[config.mk]
export PLATFORM = sky130hd
export DESIGN_NAME = riscv_rom_loader
export DESIGN_NICKNAME = d
export VERILOG_FILES = /design/src/rtl/riscv_rom_loader.sv
export SDC_FILE = /design/constraint.sdc
export NUM_CORES = 1
export LEC_CHECK = 0
export ABC_CLOCK_PERIOD_IN_PS = 3600
export BUFFER_PORTS_ARGS = -buffer_cell sky130_fd_sc_hd__buf_2
export CORE_ASPECT_RATIO = 0.7
export CORE_MARGIN = 1
export CORE_UTILIZATION = 25
export CTS_CLUSTER_DIAMETER = 150
export DETAILED_ROUTE_END_ITERATION = 6
export PLACE_DENSITY = 0.41
export SKIP_LAST_GASP = 1
export SLEW_MARGIN = 20
export SYNTH_ARGS = -nofsm -noshare
export SYNTH_HDL_FRONTEND = slang
export SYNTH_SLANG_ARGS = --single-unit
[constraint.sdc]
create_clock -name clk -period 3.6 [get_ports clk]
set_input_delay 0.54 -clock clk [delete_from_list [all_inputs] [get_ports clk]]
set_output_delay 0.54 -clock clk [all_outputs]
set_load 0.05 [all_outputs]
[src/rtl/riscv_rom_loader.sv]
// UART boot loader: receives an 0xA5-framed image over 8N1 serial, writes it to ROM as 64-bit words, then releases the core.
// Build option: define RISCV_ROM_LOADER_CHECKSUM_EN to require a trailing XOR checksum byte (CHECK state).
module riscv_rom_loader #(
  parameter int CLKS_PER_BIT   = 434,
  parameter int TIMEOUT_CYCLES = 1000000,
  parameter int MAX_WORDS      = 1024
) (
  input  logic        clk,
  input  logic        srst,
  input  logic        rx,
  output logic [31:0] rom_waddr,
  output logic [63:0] rom_wdata,
  output logic        rom_wen,
  output logic        core_srst_n,
  output logic        load_done,
  output logic        load_error
);

  localparam int CNT_W  = $clog2(CLKS_PER_BIT + 1);
  localparam int HALF   = (CLKS_PER_BIT / 2 > 0) ? CLKS_PER_BIT / 2 : 1;
  localparam int TMO_W  = $clog2(TIMEOUT_CYCLES + 1);
  localparam int WIDX_W = $clog2(MAX_WORDS + 1);
  localparam logic [CNT_W-1:0] BIT_LAST  = CNT_W'(CLKS_PER_BIT - 1);
  localparam logic [CNT_W-1:0] HALF_LAST = CNT_W'(HALF - 1);
  localparam logic [TMO_W-1:0] TMO_LAST  = TMO_W'(TIMEOUT_CYCLES - 1);
  localparam logic [31:0]      MAX_N     = 32'(MAX_WORDS);
  localparam logic [7:0]       MAGIC     = 8'hA5;

  typedef enum logic [1:0] {RX_IDLE, RX_START, RX_DATA, RX_STOP} rx_state_e;
  typedef enum logic [2:0] {IDLE, LEN_LO, LEN_HI, DATA, CHECK, DONE} state_e;

  rx_state_e        rx_state_q;
  logic             rx_meta_q;
  logic             rx_sync_q;
  logic             rx_prev_q;
  logic [CNT_W-1:0] clk_cnt_q;
  logic [2:0]       bit_idx_q;
  logic [7:0]       shift_q;
  logic             byte_vld_q;
  logic             byte_ferr_q;
  logic [7:0]       byte_q;

  state_e            state_q;
  logic [7:0]        len_lo_q;
  logic [15:0]       len_q;
  logic [WIDX_W-1:0] word_idx_q;
  logic [2:0]        byte_cnt_q;
  logic [63:0]       asm_q;
  logic [TMO_W-1:0]  tmo_q;
  logic              rom_wen_q;
  logic [31:0]       rom_waddr_q;
  logic [63:0]       rom_wdata_q;
  logic              core_srst_n_q;
  logic              load_done_q;
  logic              load_error_q;
`ifdef RISCV_ROM_LOADER_CHECKSUM_EN
  logic [7:0]        csum_q;
`endif

  logic [63:0] asm_d;
  logic [15:0] len_d;
  logic        len_bad;
  logic        last_word;
  logic        active;
  logic        byte_ok;
  logic        frame_err;

  // Serial receiver: 2-flop synchronizer, falling-edge start, mid-bit sampling.
  always_ff @(posedge clk) begin
    if (srst) begin
      rx_meta_q   <= 1'b1;
      rx_sync_q   <= 1'b1;
      rx_prev_q   <= 1'b1;
      rx_state_q  <= RX_IDLE;
      clk_cnt_q   <= '0;
      bit_idx_q   <= '0;
      shift_q     <= '0;
      byte_vld_q  <= 1'b0;
      byte_ferr_q <= 1'b0;
      byte_q      <= '0;
    end else begin
      rx_meta_q  <= rx;
      rx_sync_q  <= rx_meta_q;
      rx_prev_q  <= rx_sync_q;
      byte_vld_q <= 1'b0;
      case (rx_state_q)
        RX_IDLE: begin
          if (rx_prev_q && !rx_sync_q) begin
            rx_state_q <= RX_START;
            clk_cnt_q  <= '0;
          end
        end
        RX_START: begin
          if (clk_cnt_q == HALF_LAST) begin
            clk_cnt_q  <= '0;
            bit_idx_q  <= '0;
            rx_state_q <= rx_sync_q ? RX_IDLE : RX_DATA;
          end else begin
            clk_cnt_q <= clk_cnt_q + CNT_W'(1);
          end
        end
        RX_DATA: begin
          if (clk_cnt_q == BIT_LAST) begin
            clk_cnt_q <= '0;
            shift_q   <= {rx_sync_q, shift_q[7:1]};
            bit_idx_q <= bit_idx_q + 3'd1;
            if (bit_idx_q == 3'd7) rx_state_q <= RX_STOP;
          end else begin
            clk_cnt_q <= clk_cnt_q + CNT_W'(1);
          end
        end
        RX_STOP: begin
          if (clk_cnt_q == BIT_LAST) begin
            clk_cnt_q   <= '0;
            byte_vld_q  <= 1'b1;
            byte_q      <= shift_q;
            byte_ferr_q <= !rx_sync_q;
            rx_state_q  <= RX_IDLE;
          end else begin
            clk_cnt_q <= clk_cnt_q + CNT_W'(1);
          end
        end
        default: rx_state_q <= RX_IDLE;
      endcase
    end
  end

  assign asm_d     = {byte_q, asm_q[63:8]};
  assign len_d     = {byte_q, len_lo_q};
  assign len_bad   = (len_d == 16'd0) || (32'(len_d) > MAX_N);
  assign last_word = (32'(word_idx_q) + 32'd1) == 32'(len_q);
  assign active    = state_q inside {LEN_LO, LEN_HI, DATA, CHECK};
  assign byte_ok   = byte_vld_q && !byte_ferr_q;

  // A completed byte always wins over a timeout expiring in the same cycle.
  always_comb begin
    frame_err = 1'b0;
    if (active) begin
      if (byte_vld_q) begin
        if (byte_ferr_q) begin
          frame_err = 1'b1;
        end else if (state_q == LEN_HI && len_bad) begin
          frame_err = 1'b1;
`ifdef RISCV_ROM_LOADER_CHECKSUM_EN
        end else if (state_q == CHECK && byte_q != csum_q) begin
          frame_err = 1'b1;
`endif
        end
      end else if (tmo_q == TMO_LAST) begin
        frame_err = 1'b1;
      end
    end
  end

  // Frame FSM with registered ROM write port and status outputs.
  always_ff @(posedge clk) begin
    if (srst) begin
      state_q       <= IDLE;
      len_lo_q      <= '0;
      len_q         <= '0;
      word_idx_q    <= '0;
      byte_cnt_q    <= '0;
      asm_q         <= '0;
      tmo_q         <= '0;
      rom_wen_q     <= 1'b0;
      rom_waddr_q   <= '0;
      rom_wdata_q   <= '0;
      core_srst_n_q <= 1'b0;
      load_done_q   <= 1'b0;
      load_error_q  <= 1'b0;
`ifdef RISCV_ROM_LOADER_CHECKSUM_EN
      csum_q        <= '0;
`endif
    end else begin
      rom_wen_q <= 1'b0;
      if (active) tmo_q <= byte_vld_q ? '0 : tmo_q + TMO_W'(1);
      if (frame_err) begin
        state_q      <= IDLE;
        load_error_q <= 1'b1;
        word_idx_q   <= '0;
        byte_cnt_q   <= '0;
        tmo_q        <= '0;
`ifdef RISCV_ROM_LOADER_CHECKSUM_EN
        csum_q       <= '0;
`endif
      end else begin
        case (state_q)
          IDLE: begin
            if (byte_ok && byte_q == MAGIC) begin
              state_q      <= LEN_LO;
              load_error_q <= 1'b0;
              tmo_q        <= '0;
              word_idx_q   <= '0;
              byte_cnt_q   <= '0;
`ifdef RISCV_ROM_LOADER_CHECKSUM_EN
              csum_q       <= '0;
`endif
            end
          end
          LEN_LO: begin
            if (byte_ok) begin
              len_lo_q <= byte_q;
              state_q  <= LEN_HI;
            end
          end
          LEN_HI: begin
            if (byte_ok) begin
              len_q      <= len_d;
              word_idx_q <= '0;
              byte_cnt_q <= '0;
              state_q    <= DATA;
            end
          end
          DATA: begin
            if (byte_ok) begin
              asm_q      <= asm_d;
              byte_cnt_q <= byte_cnt_q + 3'd1;
`ifdef RISCV_ROM_LOADER_CHECKSUM_EN
              csum_q     <= csum_q ^ byte_q;
`endif
              if (byte_cnt_q == 3'd7) begin
                rom_wen_q   <= 1'b1;
                rom_waddr_q <= 32'(word_idx_q) << 3;
                rom_wdata_q <= asm_d;
                word_idx_q  <= word_idx_q + WIDX_W'(1);
                if (last_word) begin
`ifdef RISCV_ROM_LOADER_CHECKSUM_EN
                  state_q <= CHECK;
`else
                  state_q <= DONE;
`endif
                end
              end
            end
          end
`ifdef RISCV_ROM_LOADER_CHECKSUM_EN
          CHECK: begin
            if (byte_ok) state_q <= DONE;
          end
`endif
          DONE: begin
            load_done_q   <= 1'b1;
            core_srst_n_q <= 1'b1;
          end
          default: state_q <= IDLE;
        endcase
      end
    end
  end

  assign rom_wen     = rom_wen_q;
  assign rom_waddr   = rom_waddr_q;
  assign rom_wdata   = rom_wdata_q;
  assign core_srst_n = core_srst_n_q;
  assign load_done   = load_done_q;
  assign load_error  = load_error_q;

endmodule

==> results of run 1 <==
-- layer usage --
metal  vias up  wire (um)  global-route usage [%]
li1       3853          -                       -
met1      3529      13500                    19.9
met2       106       9790                    17.7
met3        28        911                    2.55
met4         0        355                    2.41
met5         -          0                       0
-- cell families after synthesis --
family                     share of synthesized area, %
AOI/OAI and AO/OA                                  13.1
xor gates and xnor gates                           3.18
adders and majority gates                          1.20
buffers and inverters                              5.59
DFF                                                49.2
muxes                                              3.52
other                                            0.0401
and+or+nand+nor                                    24.1
-- metrics by stage --
step	total power, uW	cell area (um^2)
floorplan	2730	9430
global placement	2730	10100
detailed placement	2730	10100
CTS	5430	10900
global route	5540	10900
finish	5330	10900
-- sequential cells by signal (all words and copies together), names as in the netlist, 8 cells and up, named ones only --
name / flops
byte_q: 8
tmo_q: 20
shift_q: 8
rom_waddr: 11
asm_q: 56
rom_wdata: 64
clk_cnt_q: 9
word_idx_q: 11
len_lo_q: 8
len_q: 16
-- path summary, 6_finish.rpt --
kind | startpoint | to | slack (ps) | depth (start not counted)
worst max-delay path | state_q[0] | tmo_q[1] | 1140 | 6
worst min-delay path | rx | rx_meta_q | 200 | 2
worst max register to register | state_q[0] | tmo_q[1] | 1140 | 6
worst min register to register | rx_meta_q | rx_sync_q | 420 | 1
-- power breakdown --
part,switching (uW),internal [uW],leakage (uW)
logic,108,15.1,0.00179
registers,4.82,2550,0.00185
clock network,1070,1580,0.000421
-- Yosys cell counts (all sizes together), types with 2 or more instances --
master and n:
nor3 12, nor2b 7, a31oi 2, nand2b 6, ha 9, nor3b 4
xor2 18, and2 11, or3 10, nor2 84, nand4 11, clkbuf 44
xnor2 16, o21ai 24, nand4b 2, o2111ai 2, a311oi 4, nor4 6
buf 47, nand3 31, nand2 294, dfxtp 230, inv 9, or2 5
and4 3, and3 11, nor4b 2, a21oi 176, mux2i 31, a211oi 4
-- cell type report --
cell class	count	area, um^2
inverter	9	33.8
fill	3880	25400
clock buffer	39	791
sequential	230	4600
clock inverter	6	63.8
tap	480	601
multi-input combinational	822	4320
timing repair buffer	90	504
==> key figures, run 1 <==
Clock tree
  – Post-CTS setup buffer count: 0
  – PostCTS Resize Cnt: 0
  – CTS H-Tree Depth: 1
  – Clock tree from TritonCTS: done
  – Clock Sink Count: 230
  – Max clock buf depth: 3
  – Number of buffers added to fix hold violations after cts: 0
  – Cell chosen for the clock root: clkbuf_16
  – CTS buffer count: 26
  – Clk_lat worst skew: roughly 530 ps
  – Clock transition time at the flip-flop clock pins of the worst setup and hold paths: around 60 ps

Yosys
  – Top cell type's share of synthesized area: between 40% and 50%
  – Biggest area consumer among synthesized cells: dfxtp_1
  – Number of enable-type register cells in the synthesized netlist: 0
  – Syn_area_per_cell: roughly 8.3 um^2
  – Largest cells by area after synthesis: dfxtp_1 (49%), nand2_1 (12%), a21oi_1 (9.0%)
  – Number of register bits inferred by synthesis: 230
  – Most used DFF post-synth: dfxtp_1
  – Register area share after synthesis: 49.2%
  – Cell area after synthesis: about 0.0094 mm^2
  – Synth Instances: 1132
  – Yosys warns: 0
  – Synth unique cells: 65
  – Async S/R FF share, synth: 0%

Routing
  – Initial DRC count: around 400
  – Number of vias after detailed routing: 7516
  – Post-detailed-route DRC marker count: 0
  – Drt pass-1 iters: 4
  – WL final: between 20000 and 25000 um
  – Via density per instance: 4.48
  – Number of nets with antenna violations after detailed routing: 0
  – Routed wire length per instance: between 10 and 15 um

Placed design
  – Count of buffers inserted at the top-level ports: 81
  – Worst slack at placement: 1160 ps
  – Placed cell count: ~1600
  – Placer's final routability congestion estimate: roughly 0.74
  – Sum of net half-perimeters after detailed placement: ~16000 um

Timing
  – RSZ-0062 raised after global routing: false
  – Max-slew violation total from the final report: 0
  – Post-route setup TNS: 0 ps
  – Count of endpoints failing setup in the final report: 0
  – Worst-case setup margin in the final layout: roughly 1100 ps
  – Setup clock skew after layout: slightly above 10 ps
  – Worst Tran Pin Value: between 1000 and 1500 ps
  – Max-slew headroom at the worst pin: a little under a third
  – Highest Clock Rate: 406 MHz
  – Hold violation total from the final report: 0
  – Final hold slack: ~200 ps
  – Post-route clock period utilization: about 70%
  – Minimum clock period after layout: 2460 ps

Critical path
  – Required time of the critical path: roughly 4000 ps
  – Crit path capture type: register
  – Kind of launch point of the worst setup path: register
  – Worst path cell trace: or3_1, nand4_2, o31ai_1, nor2_1, o21ai_2, nor2_1
  – Classification of the worst setup path: reg -> reg
  – Arrival time reported for the critical path endpoint: about 2800 ps
  – Cell class contributing the biggest share of worst-path delay: compound AO/OA/AOI/OAI gates
  – Library cell contributing the largest single delay on the critical path: o21ai_2
  – Largest incremental delay on the critical path: about 670 ps
  – Crit-path most repeated cell: nor2_1
  – CP Max Fanout: 20
  – Buffering stage count on the worst path with inverters included: 0

Pwr
  – Leak Pwr: around 0.004 uW
  – Power Dens Cells: 488 mW/mm^2
  – Maximum ir drop on the vdd rail: about 0.00029 V

Layout
  – Count of inserted antenna diode cells: 0
  – Commonest non-fill, non-tap cells in the layout: nand2_1 (291), dfxtp_1 (230), a21oi_1 (169), nor2_1 (82), buf_2 (80)
  – Leading cell type in the layout, fill and taps excluded: nand2_1
  – Cell Count, Final, Fillers Out: 1676
  – Final net count: 1191
  – Share of post-route cells with drive strength above 1: around 14%
  – Final cell utilization of the core: between 30% and 40%
  – Signed area change from the synthesized netlist to the final layout: 16.6%

Outcome
  – Status: completed

Die
  – Core area: ~0.036 mm^2
  – Std cell rows: a little under 60
  – Die Span Y: approximately 160 um
  – Count of boundary I/O pins: 103
  – Die outline area: about 0.038 mm^2
  – Effective utilization at floorplan: ~26%
  – Die extent in x: between 200 and 250 um

Job
  – Max-cap viol count: 0

Global route
  – Wire length of the first global-routing pass: 39300 um
  – Initial antenna violation count: 0
  – Residual overflow from global routing: 0
  – Largest net degree at the start of global routing: 96
  – All-Layer GR Usage: between 10% and 20%
  – Vias in the first global route: ~7000

Worst hold path
  – Path type of the worst min-delay path: in -> reg
Note: power is estimated with default switching activity, not from simulation.
==> inputs of run 2 (changes only) <==
Settings changed: ABC_CLOCK_PERIOD_IN_PS 3600 to 2500.
Clock period 3.6 ns to 2.5 ns, I/O delays scaled along.
==> run 2 against run 1 <==
Flip-flop and latch count is the same. Die area is the same. Clock skew grew 4.3 ps. Clock power grew 41%. Cell area grew 0.69%. Combinational power grew 46%. Final cell count grew 0.78%. Largest power group unchanged. Highest routed layer unchanged.
==> key figures, run 2 (same netlist as run 1, synthesis figures left out) <==
Global route
  – Initial antenna violation count: 0 (unchanged)
  – Largest net degree at the start of global routing: 62 (was 96)
  – All-Layer GR Usage: 12.9% (was 12.8%)
  – Wire length of the first global-routing pass: 40000 um (was 39300 um)
  – Residual overflow from global routing: 0 (unchanged)
  – Vias in the first global route: 7155 (was 7005)

Layout
  – Multi-input gate area: 0.00432 mm^2 (unchanged)
  – Max reg flops: 64 (unchanged)
  – Area occupied by registers: 0.00460 mm^2 (unchanged)
  – Final net count: 1203 (was 1191)
  – Fill cell total of the finished layout: 3910 (was 3880)
  – Leading cell type in the layout, fill and taps excluded: nand2_1 (unchanged)
  – Finished layout cell area: 0.0110 mm^2 (was 0.0109 mm^2)
  – Share of post-route cells with drive strength above 1: 14.6% (was 13.7%)
  – Count of inserted antenna diode cells: 0 (unchanged)
  – Commonest non-fill, non-tap cells in the layout: nand2_1 (291), dfxtp_1 (230), a21oi_1 (169), nor2_1 (82), buf_2 (80) (unchanged)
  – Signed area change from the synthesized netlist to the final layout: 17.4% (was 16.6%)

Die
  – Effective utilization at floorplan: 25.7% (unchanged)
  – Die Span Y: 164 um (unchanged)
  – Count of boundary I/O pins: 103 (unchanged)
  – Die extent in x: 233 um (unchanged)
  – Die outline area: 0.0382 mm^2 (unchanged)
  – Core area: 0.0364 mm^2 (unchanged)
  – Std cell rows: 58 (unchanged)

Pwr
  – Maximum ir drop on the vdd rail: 0.000437 V (was 0.000292 V)
  – Power Dens Cells: 691 mW/mm^2 (was 488 mW/mm^2)
  – Leak Pwr: 0.00412 uW (was 0.00407 uW)

Critical path
  – Required time of the critical path: 2880 ps (was 3980 ps)
  – Crit path capture type: register (unchanged)
  – Library cell contributing the largest single delay on the critical path: dfxtp_1 (was o21ai_2)
  – Kind of launch point of the worst setup path: register (unchanged)
  – R2r startpoint: state_q[0] (unchanged)
  – Largest incremental delay on the critical path: 590 ps (was 670 ps)
  – Worst path cell trace: or3_1, nand4_2, o31ai_1, nor2_1, nor2_4, a311oi_1 (was or3_1, nand4_2, o31ai_1, nor2_1, o21ai_2, nor2_1)
  – Worst setup startpoint: state_q[0] (unchanged)
  – CP Max Fanout: 17 (was 20)
  – Classification of the worst setup path: reg -> reg (unchanged)
  – Buffering stage count on the worst path with inverters included: 0 (unchanged)
  – Arrival time reported for the critical path endpoint: 2530 ps (was 2840 ps)
  – Cell class contributing the biggest share of worst-path delay: simple AND/OR/NAND/NOR gates (was compound AO/OA/AOI/OAI gates)

Outcome
  – Status: completed (unchanged)

Routing
  – Number of nets with antenna violations after detailed routing: 0 (unchanged)
  – Number of vias after detailed routing: 7522 (was 7516)
  – Routed wire length per instance: 14.5 um (was 14.7 um)
  – Post-detailed-route DRC marker count: 0 (unchanged)
  – WL final: 24500 um (was 24600 um)
  – Initial DRC count: 591 (was 402)
  – Via density per instance: 4.45 (was 4.48)
  – Drt pass-1 iters: 5 (was 4)

Timing
  – Worst Tran Pin Value: 657 ps (was 1030 ps)
  – Max-slew headroom at the worst pin: 56.2% (was 31.5%)
  – RSZ-0062 raised after global routing: false (unchanged)
  – Setup clock skew after layout: 14.7 ps (was 10.4 ps)
  – Post-route setup TNS: 0 ps (unchanged)
  – Post-route clock period utilization: 85.9% (was 68.4%)
  – Highest Clock Rate: 466 MHz (was 406 MHz)
  – Count of endpoints failing setup in the final report: 0 (unchanged)
  – Hold violation total from the final report: 0 (unchanged)
  – Minimum clock period after layout: 2150 ps (was 2460 ps)
  – Max-slew violation total from the final report: 0 (unchanged)

Clock tree
  – Post-CTS setup buffer count: 0 (unchanged)
  – Clk_lat worst skew: 540 ps (was 530 ps)
  – Cell chosen for the clock root: clkbuf_16 (unchanged)
  – Clock Sink Count: 230 (unchanged)
  – Number of buffers added to fix hold violations after cts: 0 (unchanged)
  – CTS buffer count: 25 (was 26)
  – PostCTS Resize Cnt: 0 (unchanged)
  – Clock transition time at the flip-flop clock pins of the worst setup and hold paths: 60 ps (about the same)
  – Clock tree from TritonCTS: done (unchanged)
  – CTS H-Tree Depth: 1 (unchanged)
  – Max clock buf depth: 3 (unchanged)

Placed design
  – Sum of net half-perimeters after detailed placement: 16400 um (was 15900 um)
  – Placer's final routability congestion estimate: 0.820 (was 0.737)
  – Instance area at placement: 0.0102 mm^2 (was 0.0101 mm^2)
  – Count of buffers inserted at the top-level ports: 81 (unchanged)

Worst hold path
  – Min-delay src: rx (unchanged)
  – Path type of the worst min-delay path: in -> reg (unchanged)

Job
  – Max-cap viol count: 0 (unchanged)
-- run 2: cell count changes in the layout (fill, tap and decap cells not counted) --
cell / previous run / this run
bufinv_16: 1 / 2
inv_6: 0 / 2
buf_12: 2 / 3
clkbuf_8: 7 / 5
buf_4: 7 / 19
clkinv_2: 3 / 5
inv_8: 1 / 0
clkbuf_16: 27 / 25
clkinvlp_4: 1 / 0
clkbuf_1: 5 / 6
-- run 2: final cells by class --
class | instances | share of cell area (%)
Multi-Input combinational cell | 822 | 39.3
Tap cell | 480 | 5.46
Clock inverter | 9 | 0.933
Inverter | 9 | 0.307
Sequential cell | 230 | 41.9
Clock buffer | 36 | 6.52
Timing Repair Buffer | 103 | 5.59
-- run 2: metal layers --
layer	wire [um]	GRT usage (%)	share of wire [%]	vias up
li1	-	-	-	3863
met1	13600	20.4	56	3525
met2	9610	17.8	39	105
met3	904	2.43	3.7	29
met4	386	2.58	1.6	0
met5	0	0	0	-
-- run 2: worst paths after layout --
| check | endpoint | slack (ps) | cells after the start |
|---|---|---|---|
| hold / removal | rx_meta_q | 30 | 2 |
| setup reg to reg | state_q[1] | 350 | 6 |
| setup / recovery | state_q[1] | 350 | 6 |
| hold reg to reg | rx_sync_q | 410 | 1 |
-- run 2: through the flow --
| step | hold slack, ps | instances | util (%) | power [uW] | worst slack [ps] |
|---|---|---|---|---|---|
| floorplan | 389 | 1152 | - | 3940 | 631 |
| global placement | 403 | 1644 | 28.0 | 3940 | 394 |
| detailed placement | 400 | 1644 | 28.0 | 3940 | 342 |
| CTS | 10.1 | 1689 | 30.2 | 7720 | 329 |
| global route | 11.5 | 1689 | 30.2 | 7880 | 61.6 |
| finish | 26.9 | 1689 | 30.2 | 7600 | 353 |
-- run 2: power by group --
group / total [uW] / switching, uW / internal [uW]
sequential: 3680 / 6.96 / 3670
combinational: 179 / 155 / 24.0
clock: 3740 / 1540 / 2200
==> inputs of run 3 (changes only) <==
Settings changed: ABC_AREA set to 1.
==> run 3 against run 2 <==
The run now ends with DRC left. Critical endpoint is now bit_idx_q[1]. Area after synthesis up 0.33%. Worst setup slack better by 24 ps. Via count up 5.4%. Final cell count up 7.2%. Highest routed layer unchanged. Die area up 0.33%. Critical path depth up 6. Cell area about the same.
==> key figures, run 3 <==
Die
  – Core area: 0.0364 mm^2 (about the same)
  – Std cell rows: 58 (unchanged)
  – Die extent in x: 234 um (was 233 um)
  – Die Span Y: 164 um (about the same)
  – Effective utilization at floorplan: 25.8% (was 25.7%)
  – Count of boundary I/O pins: 103 (unchanged)
  – Die outline area: 0.0384 mm^2 (was 0.0382 mm^2)

Timing
  – Max-slew headroom at the worst pin: 64.3% (was 56.2%)
  – Worst Tran Pin Value: 534 ps (was 657 ps)
  – Hold violation total from the final report: 0 (unchanged)
  – Minimum clock period after layout: 2120 ps (was 2150 ps)
  – Highest Clock Rate: 471 MHz (was 466 MHz)
  – Setup clock skew after layout: 13.4 ps (was 14.7 ps)
  – Count of endpoints failing setup in the final report: 0 (unchanged)
  – Max-slew violation total from the final report: 0 (unchanged)
  – Post-route setup TNS: 0 ps (unchanged)
  – RSZ-0062 raised after global routing: false (unchanged)
  – Final hold slack: 95.0 ps (was 26.9 ps)
  – Post-route clock period utilization: 84.9% (was 85.9%)

Clock tree
  – Cell chosen for the clock root: clkbuf_16 (unchanged)
  – PostCTS Resize Cnt: 0 (unchanged)
  – Clock transition time at the flip-flop clock pins of the worst setup and hold paths: 60 ps (about the same)
  – CTS buffer count: 24 (was 25)
  – Number of buffers added to fix hold violations after cts: 0 (unchanged)
  – Max clock buf depth: 3 (unchanged)
  – Clock Sink Count: 230 (unchanged)
  – Clk_lat worst skew: 530 ps (was 540 ps)
  – CTS H-Tree Depth: 1 (unchanged)
  – Post-CTS setup buffer count: 0 (unchanged)
  – Clock tree from TritonCTS: done (unchanged)

Pwr
  – Maximum ir drop on the vdd rail: 0.000440 V (was 0.000437 V)
  – Power Dens Cells: 664 mW/mm^2 (was 691 mW/mm^2)
  – Leak Pwr: 0.00490 uW (was 0.00412 uW)

Placed design
  – Placed cell count: 1768 (was 1644)
  – Placer's final routability congestion estimate: 0.798 (was 0.820)
  – Count of buffers inserted at the top-level ports: 81 (unchanged)
  – Sum of net half-perimeters after detailed placement: 17500 um (was 16400 um)

Yosys
  – Largest cells by area after synthesis: dfxtp_1 (49%), nand2_1 (8.3%), o21ai_0 (7.7%) (was dfxtp_1 (49%), nand2_1 (12%), a21oi_1 (9.0%))
  – Most used DFF post-synth: dfxtp_1 (unchanged)
  – Top cell type's share of synthesized area: 49.0% (was 49.2%)
  – Top cells by count, synth: dfxtp_1 (230), nand2_1 (208), nor2_1 (191), o21ai_0 (145), inv_1 (102) (was nand2_1 (293), dfxtp_1 (230), a21oi_1 (169), nor2_1 (82), clkbuf_1 (42))
  – Synth Instances: 1242 (was 1132)
  – Async S/R FF share, synth: 0% (unchanged)
  – Cell area after synthesis: 0.00939 mm^2 (was 0.00936 mm^2)
  – Yosys warns: 0 (unchanged)
  – Biggest area consumer among synthesized cells: dfxtp_1 (unchanged)
  – Most repeated cell in the gate-level netlist after synthesis: dfxtp_1 (was nand2_1)
  – Syn_area_per_cell: 7.56 um^2 (was 8.27 um^2)
  – Number of register bits inferred by synthesis: 230 (unchanged)
  – Register area share after synthesis: 49.0% (was 49.2%)
  – Synth unique cells: 44 (was 65)
  – Number of enable-type register cells in the synthesized netlist: 0 (unchanged)

Critical path
  – Crit path capture type: register (unchanged)
  – CP Max Fanout: 8 (was 17)
  – Classification of the worst setup path: reg -> reg (unchanged)
  – Kind of launch point of the worst setup path: register (unchanged)
  – Arrival time reported for the critical path endpoint: 2520 ps (was 2530 ps)
  – Required time of the critical path: 2900 ps (was 2880 ps)

Routing
  – WL final: 25400 um (was 24500 um)
  – Routed wire length per instance: 14.1 um (was 14.5 um)
  – Number of vias after detailed routing: 7925 (was 7522)
  – Post-detailed-route DRC marker count: 20 (was 0)
  – Number of nets with antenna violations after detailed routing: 0 (unchanged)
  – Drt pass-1 iters: 7 (was 5)
  – Via density per instance: 4.38 (was 4.45)
  – Initial DRC count: 532 (was 591)

Outcome
  – Status: finished, violations left (was completed)
  – Violations in the final reports: DRC

Layout
  – Signed area change from the synthesized netlist to the final layout: 17.0% (was 17.4%)
  – Fill cell total of the finished layout: 4036 (was 3910)
  – Commonest non-fill, non-tap cells in the layout: dfxtp_1 (230), nand2_1 (208), nor2_1 (191), o21ai_0 (145), inv_1 (101) (was nand2_1 (291), dfxtp_1 (230), a21oi_1 (169), nor2_1 (82), buf_2 (80))
  – Final cell utilization of the core: 30.2% (about the same)
  – Share of post-route cells with drive strength above 1: 13.2% (was 14.6%)
  – Final net count: 1326 (was 1203)
  – Leading cell type in the layout, fill and taps excluded: dfxtp_1 (was nand2_1)
  – Cell Count, Final, Fillers Out: 1810 (was 1689)
  – Max reg flops: 64 (unchanged)

Global route
  – All-Layer GR Usage: 13.3% (was 12.9%)
  – Initial antenna violation count: 0 (unchanged)
  – Wire length of the first global-routing pass: 40800 um (was 40000 um)
  – Largest net degree at the start of global routing: 75 (was 62)
  – Residual overflow from global routing: 0 (unchanged)
  – Vias in the first global route: 7308 (was 7155)

Job
  – Max-cap viol count: 0 (unchanged)

Worst hold path
  – Path type of the worst min-delay path: in -> reg (unchanged)
[run 3: changes by cell type after synthesis, sizes merged, moves of 16 or more]
cell,delta
a21oi,-88
inv,+100
nor2,+117
clkbuf,-16
o21ai,+133
nand2,-83
mux2i,-30
nand3,+59
[run 3: final cells by class]
| type | instances | area [um^2] | area share (%) |
|---|---|---|---|
| Timing Repair Buffer | 102 | 588 | 5.35 |
| Tap cell | 480 | 601 | 5.47 |
| Inverter | 110 | 420 | 3.83 |
| Clock inverter | 6 | 30.0 | 0.273 |
| Clock buffer | 35 | 713 | 6.49 |
| Antenna cell | 1 | 2.50 | 0.0228 |
| Sequential cell | 230 | 4600 | 41.9 |
| Multi-Input combinational cell | 846 | 4030 | 36.7 |
[run 3: critical path: stages, from the launching register on]
cell and delay [ps]:
dfxtp_1 330, inv_1 80, ha_1 190, nand2_1 70, nor3_1 40, nand2_1 90, inv_1 90, nand2_1 240
clkinv_1 140, o21ai_0 410, inv_1 150, nand3_1 100, a21oi_1 60
[run 3: metrics by stage]
stage / setup slack [ps] / cell area [um^2] / total power, uW
3_5_place_dp: 394 / 10200 / 3940
3_3_place_gp: 399 / 10200 / 3940
2_1_floorplan: 598 / 9470 / 3920
6_report: 377 / 11000 / 7300
4_1_cts: 377 / 11000 / 7430
5_1_grt: 134 / 11000 / 7580
[run 3: final timing paths]
check	slack, ps	from	depth (start not counted)	endpoint
worst max-delay path	380	clk_cnt_q[1]	12	bit_idx_q[1]
worst min-delay path	90	rx	2	rx_meta_q
worst max register to register	380	clk_cnt_q[1]	12	bit_idx_q[1]
worst min register to register	420	rx_meta_q	1	rx_sync_q
[run 3: routing by layer]
metal  wire length [um]  track usage [%]  vias up  share of wire, %
met5                  0                0        -                 0
met4                363             2.72        0               1.4
met3                938             2.10       26               3.7
met2               9770             17.9      106                38
met1              14400             21.6     3634                56
li1                   -                -     4159                 -
[run 3: power by group]
group          switching (uW)  total [uW]  internal [uW]  leakage [uW]
sequential               4.14        3670           3670       0.00185
combinational             156         182           25.6       0.00267
clock                    1480        3440           1970      0.000373
total                    1640        7300           5660       0.00490
[run 3: logic make-up (layout without fill, tap and decap cells)]
logic type	count (synthesis)	count (layout)	synth area share (%)
flip-flops	230	230	49.0
AO/OA/AOI/OAI	255	255	14.3
multiplexers	1	1	0.107
adder cells (fa/ha/maj)	9	9	1.20
AND/OR/NAND/NOR	546	546	25.1
buffers and inverters	186	253	8.87
XOR/XNOR	14	14	1.31
other	1	22	0.0399
